`config.mk`:
```
export PLATFORM = sky130hd
export DESIGN_NAME = store_buffer_flat
export DESIGN_NICKNAME = d
export VERILOG_FILES = /design/src/rtl/store_buffer_if.sv /design/src/rtl/store_buffer.sv /design/src/flat_wrapper.sv
export SDC_FILE = /design/constraint.sdc
export NUM_CORES = 1
export LEC_CHECK = 0
export BUFFER_PORTS_ARGS = -buffer_cell sky130_fd_sc_hd__buf_2
export CAP_MARGIN = 5
export CORE_MARGIN = 2
export CORE_UTILIZATION = 54
export CTS_CLUSTER_SIZE = 40
export DETAILED_ROUTE_END_ITERATION = 8
export PLACE_DENSITY = 0.79
export SETUP_SLACK_MARGIN = 0.4
export SYNTH_ARGS = -nofsm -noshare
export SYNTH_HDL_FRONTEND = slang
export SYNTH_SLANG_ARGS = --single-unit
export TNS_END_PERCENT = 5
```
`constraint.sdc`:
```
create_clock -name clk -period 6.3 [get_ports clk]
set_input_delay 0.63 -clock clk [delete_from_list [all_inputs] [get_ports clk]]
set_output_delay 0.63 -clock clk [all_outputs]
set_load 0.02 [all_outputs]
```
`src/rtl/store_buffer_if.sv`:
```
// store_buffer_if: store, load-query and memory write signals of the store buffer
interface store_buffer_if;
    logic        st_valid;
    logic        st_ready;
    logic [29:0] st_addr;
    logic [31:0] st_data;
    logic [31:0] st_mask;
    logic        ld_check;
    logic [29:0] ld_addr;
    logic        ld_hazard;
    logic        mem_valid;
    logic        mem_ready;
    logic [29:0] mem_addr;
    logic [31:0] mem_wdata;
    logic [3:0]  mem_wstrb;
    modport master (
        output st_valid, st_addr, st_data, st_mask, ld_check, ld_addr, mem_ready,
        input  st_ready, ld_hazard, mem_valid, mem_addr, mem_wdata, mem_wstrb
    );
    modport slave (
        input  st_valid, st_addr, st_data, st_mask, ld_check, ld_addr, mem_ready,
        output st_ready, ld_hazard, mem_valid, mem_addr, mem_wdata, mem_wstrb
    );
endinterface

```
`src/rtl/store_buffer.sv`:
```
// store_buffer: posted-write FIFO between the store encoder and the data-memory write port
module store_buffer #(
    parameter int DEPTH = 4
) (
    input  logic                   clk,
    input  logic                   reset,
    store_buffer_if.slave          sb,
    output logic [$clog2(DEPTH):0] count,
    output logic                   empty,
    output logic                   full
);
    localparam int AW = $clog2(DEPTH);

    logic [29:0]      addr_q [DEPTH];
    logic [31:0]      data_q [DEPTH];
    logic [3:0]       strb_q [DEPTH];
    logic [DEPTH-1:0] vld_q;
    logic [AW-1:0]    wr_ptr;
    logic [AW-1:0]    rd_ptr;
    logic [AW:0]      count_nxt;
    logic [3:0]       st_strb;
    logic             st_fire;
    logic             enq;
    logic             deq;
    logic             hit;

    assign sb.st_ready  = !full;
    assign st_fire      = sb.st_valid && sb.st_ready;
    assign enq          = st_fire && (|sb.st_mask);
    assign sb.mem_valid = !empty;
    assign deq          = sb.mem_valid && sb.mem_ready;
    assign sb.mem_addr  = addr_q[rd_ptr];
    assign sb.mem_wdata = data_q[rd_ptr];
    assign sb.mem_wstrb = strb_q[rd_ptr];
    assign count_nxt    = count + (AW+1)'(enq) - (AW+1)'(deq);
    assign sb.ld_hazard = sb.ld_check && hit;

    // a byte lane is written when any bit of its mask byte is set
    always_comb begin
        st_strb = '0;
        for (int i = 0; i < 4; i++) st_strb[i] = |sb.st_mask[8*i +: 8];
    end

    // same-word match against every occupied entry plus the store entering this cycle
    always_comb begin
        hit = enq && (sb.st_addr == sb.ld_addr);
        for (int i = 0; i < DEPTH; i++) hit = hit || (vld_q[i] && (addr_q[i] == sb.ld_addr));
    end

    // occupancy, pointers and per-entry valid bits; full/empty derive from the count
    always_ff @(posedge clk) begin
        if (reset) begin
            count  <= '0;
            empty  <= 1'b1;
            full   <= 1'b0;
            wr_ptr <= '0;
            rd_ptr <= '0;
            vld_q  <= '0;
        end else begin
            count <= count_nxt;
            empty <= count_nxt == '0;
            full  <= count_nxt == (AW+1)'(DEPTH);
            if (enq) begin
                wr_ptr         <= wr_ptr + AW'(1);
                vld_q[wr_ptr]  <= 1'b1;
            end
            if (deq) begin
                rd_ptr         <= rd_ptr + AW'(1);
                vld_q[rd_ptr]  <= 1'b0;
            end
        end
    end

    // entry payload: data pre-masked so disabled lanes always read as zero
    always_ff @(posedge clk) begin
        if (enq) begin
            addr_q[wr_ptr] <= sb.st_addr;
            data_q[wr_ptr] <= sb.st_data & sb.st_mask;
            strb_q[wr_ptr] <= st_strb;
        end
    end
endmodule

```
`src/flat_wrapper.sv`:
```
// flat-port wrapper written by rule: the top's interface ports become plain ports
module store_buffer_flat 
#(
    parameter int DEPTH = 4
)
  (clk, reset, count, empty, full, sb_st_valid, sb_st_addr, sb_st_data, sb_st_mask, sb_ld_check, sb_ld_addr, sb_mem_ready, sb_st_ready, sb_ld_hazard, sb_mem_valid, sb_mem_addr, sb_mem_wdata, sb_mem_wstrb);
  store_buffer_if sb_i ();
  input  logic clk;
  input  logic reset;
  output logic [$clog2(DEPTH):0] count;
  output logic empty;
  output logic full;
  input wire logic [$bits(sb_i.st_valid)-1:0] sb_st_valid;
  input wire logic [$bits(sb_i.st_addr)-1:0] sb_st_addr;
  input wire logic [$bits(sb_i.st_data)-1:0] sb_st_data;
  input wire logic [$bits(sb_i.st_mask)-1:0] sb_st_mask;
  input wire logic [$bits(sb_i.ld_check)-1:0] sb_ld_check;
  input wire logic [$bits(sb_i.ld_addr)-1:0] sb_ld_addr;
  input wire logic [$bits(sb_i.mem_ready)-1:0] sb_mem_ready;
  output wire logic [$bits(sb_i.st_ready)-1:0] sb_st_ready;
  output wire logic [$bits(sb_i.ld_hazard)-1:0] sb_ld_hazard;
  output wire logic [$bits(sb_i.mem_valid)-1:0] sb_mem_valid;
  output wire logic [$bits(sb_i.mem_addr)-1:0] sb_mem_addr;
  output wire logic [$bits(sb_i.mem_wdata)-1:0] sb_mem_wdata;
  output wire logic [$bits(sb_i.mem_wstrb)-1:0] sb_mem_wstrb;
  assign sb_i.st_valid = sb_st_valid;
  assign sb_i.st_addr = sb_st_addr;
  assign sb_i.st_data = sb_st_data;
  assign sb_i.st_mask = sb_st_mask;
  assign sb_i.ld_check = sb_ld_check;
  assign sb_i.ld_addr = sb_ld_addr;
  assign sb_i.mem_ready = sb_mem_ready;
  assign sb_st_ready = sb_i.st_ready;
  assign sb_ld_hazard = sb_i.ld_hazard;
  assign sb_mem_valid = sb_i.mem_valid;
  assign sb_mem_addr = sb_i.mem_addr;
  assign sb_mem_wdata = sb_i.mem_wdata;
  assign sb_mem_wstrb = sb_i.mem_wstrb;
  store_buffer #(.DEPTH(DEPTH)) u_core (.clk(clk), .reset(reset), .sb(sb_i), .count(count), .empty(empty), .full(full));
endmodule
```
==> results.sh <==
export IMPL_drive_gt1_share_pct=35.3
export IMPL_finalHoldViolCount=0
export IMPL_vias=6791
export IMPL_placement_io_buffers=202
export IMPL_crit_family="buffers and inverters"
export IMPL_max_vdd_ir_drop_mv=0.281
export IMPL_areaGrowthSynthToFinish_pct=16.7
export IMPL_ctsResizeCount=0
export IMPL_synth_async_reset_ratio_pct=0
export IMPL_finClkSkew_ps=12.2
export IMPL_path_buf_inv=2
export IMPL_drt_vias_per_instance=5.72
export IMPL_p_sw_uw=1610
export IMPL_initial_core_util_pct=54.6
export IMPL_synth_warnings=0
export IMPL_cp_data_required_time_ps=5670
export IMPL_holdBufCountCts=0
export IMPL_coreArea_mm2=0.0224
export IMPL_wirelength_um=26700
export IMPL_rows=55
export IMPL_clock_root_buffer="clkbuf_16"
export IMPL_yosys_most_used_dff="edfxtp_1"
export IMPL_io_pins=203
export IMPL_combPwrFrac_pct=25.4
export IMPL_synth_edf_count=264
export IMPL_fin_crit_sh_pct=55.2
export IMPL_synth_distinct_cells=30
export IMPL_grt_overflow=0
export IMPL_slew_viol_final=0
export IMPL_fin_ws_ps=2820
export IMPL_grt_pass1_vias=6813
export IMPL_antenna_found_initial=1
export IMPL_rsz0062_at_grt="no"
export IMPL_drv_cap=0
export IMPL_status="complete, no violations"
export IMPL_grt_max_degree=68
export IMPL_internal_power_uw=3820
export IMPL_dpl_cell_area_mm2=0.0134
export IMPL_end_kind="output port"
export IMPL_clock_sinks=279
export IMPL_ys_seq_elements=279
export IMPL_cts_buffers=28
export IMPL_final_nets=1021
export IMPL_p_per_area_mw_per_mm2=380
export IMPL_cts_max_level=1
export IMPL_ys_seq_area_share_pct=67.2
export IMPL_syn_num_nets=834
export IMPL_route_detailed_drc=0
export IMPL_dp_hpwl_um=17900
export IMPL_design_area_mm2=0.0143
export IMPL_clk_path_buf_depth=3
export IMPL_worst_path_max_fanout=34
export IMPL_netlist_instances=694
export IMPL_avgRoutedWirePerCell_um=22.5
export IMPL_clkTransAtPathRegs_ps=60
export IMPL_total_power_uw=5440
export IMPL_place_congestion=0.915
export IMPL_worst_path_max_delay_cell="dfxtp_4"
export IMPL_grtUsageTotal_pct=22.0
export IMPL_first_iter_violations=533
export IMPL_finalSetupViolCount=0
export IMPL_worstPathArrival_ps=2850
export IMPL_p_seq_share_pct=45.8
export IMPL_p_leak_uw=0.00483
export IMPL_path_cells="buf_4 -> mux4_2 -> buf_2"
export IMPL_insertion_delay_ps=530
export IMPL_post_cts_buffers=0
export IMPL_sw_frac_of_total_pct=29.7
export IMPL_start_kind="flop"
export IMPL_fin_tns_setup_ps=0
export IMPL_grt_pass1_wl_um=39400
export IMPL_cts_tree="done"
export IMPL_drt_pass1_iter_count=5
export IMPL_relSlewSlack_pct=27.2
export IMPL_max_freq_mhz=288
export IMPL_synth_area_mm2=0.0123
export IMPL_chipWidth_um=155
export IMPL_dieArea_mm2=0.0239
export IMPL_die_h_um=155
export IMPL_holdCritPathClass="input pin to flop"
export IMPL_critical_path_class="flop to output port"
export IMPL_final_antenna_net_count=0
export IMPL_fin_crit_ps=3480
export IMPL_synth_avg_cell_area_um2=17.7
export IMPL_p_clk_share_pct=28.8
export IMPL_tightest_slew_ps=1090
export IMPL_place_ws_ps=3160
export IMPL_crit_path_max_incr_delay_ps=750
==> cells in the final DEF (no fill, tap or decap), drive strengths merged <==
cell type,count
fa,1
o21a,4
mux2i,1
and3,1
inv,11
xnor2,131
clkinv,13
nor4,22
nand4,34
mux4,66
xor2,23
bufinv,2
a22oi,1
nor2,10
diode,1
o311a,1
nor2b,1
dfxtp,15
buf,204
a21oi,6
clkbuf,35
nand3,3
nand2,5
edfxtp,264
ha,10
and2,36
a41oi,1
==> Yosys cell counts, types with 2 or more instances <==
cell type  count  share of area, %
edfxtp_1     264                65
xnor2_1      131               9.4
mux4_2        66                12
clkbuf_1      35               1.1
nand4_1       34               1.7
and2_1        31               1.6
xor2_1        23               1.6
nor4_1        18              0.92
dfxtp_1       15               2.5
inv_1         11              0.34
ha_1          10               1.0
nor2_1        10              0.31
buf_2          7              0.29
a21oi_1        6              0.25
nand2_1        5              0.15
and2_4         4              0.29
nor4_2         4              0.41
o21a_1         4              0.25
nand3_1        3              0.12
buf_1          2             0.061
buf_6          2              0.18
==> power by group through the flow <==
stage / clock, uW / combinational [uW] / sequential, uW
CTS: 1590 / 1400 / 2500
detailed placement: 0 / 1390 / 2540
global route: 1660 / 1470 / 2520
finish: 1570 / 1380 / 2490
global placement: 0 / 1390 / 2520
floorplan: 0 / 985 / 2460
==> stage by stage <==
stage	cells	hold slack, ps	utilization [%]
detailed placement	1136	484	59.9
finish	1187	340	63.7
global route	1186	328	63.7
global placement	1136	481	59.9
floorplan	694	440	-
CTS	1186	313	63.7
==> cell type report <==
cell class                      instances  area (um^2)
Antenna cell                            1         2.50
Timing Repair Buffer                  204         1030
Multi-Input combinational cell        357         3770
Inverter                               11         41.3
Clock inverter                         15          116
Sequential cell                       279         8230
Clock buffer                           35          748
Tap cell                              285          357
Fill cell                            1614         8140
==> path summary, 6_finish.rpt <==
check,from,to,slack [ps],depth (start not counted)
setup / recovery,flop,sb_mem_addr[17],2820,3
hold / removal,sb_st_addr[10],u_core.addr_q[3][10],340,1
setup reg to reg,u_core.empty,u_core.full,3870,10
hold reg to reg,u_core.vld_q[1],u_core.vld_q[1],500,1
==> registers in the layout (all words and copies together) (netlist names), 2 cells and up, named ones only <==
| signal | flops |
|---|---|
| u_core.addr_q | 120 |
| u_core.count | 3 |
| u_core.data_q | 128 |
| u_core.rd_ptr | 2 |
| u_core.strb_q | 16 |
| u_core.vld_q | 4 |
| u_core.wr_ptr | 2 |
==> kinds of logic after synthesis <==
kind of cell    share of synthesized area [%]
flops                                    67.2
compound gates                          0.705
fa+ha+maj                                1.18
mux                                      12.2
xor+xnor                                 11.0
simple gates                             5.68
buf+inv                                  2.05
==> per-layer routing <==
metal	vias up	share of wire, %	routed length (um)	global-route usage (%)
met4	0	2.7	720	6.83
met5	-	0	0	0
met1	3384	39	10400	29.1
met2	324	49	13100	36.8
li1	3037	-	-	-
met3	46	9.2	2450	5.07
Note: power is estimated with default switching activity, not from simulation.
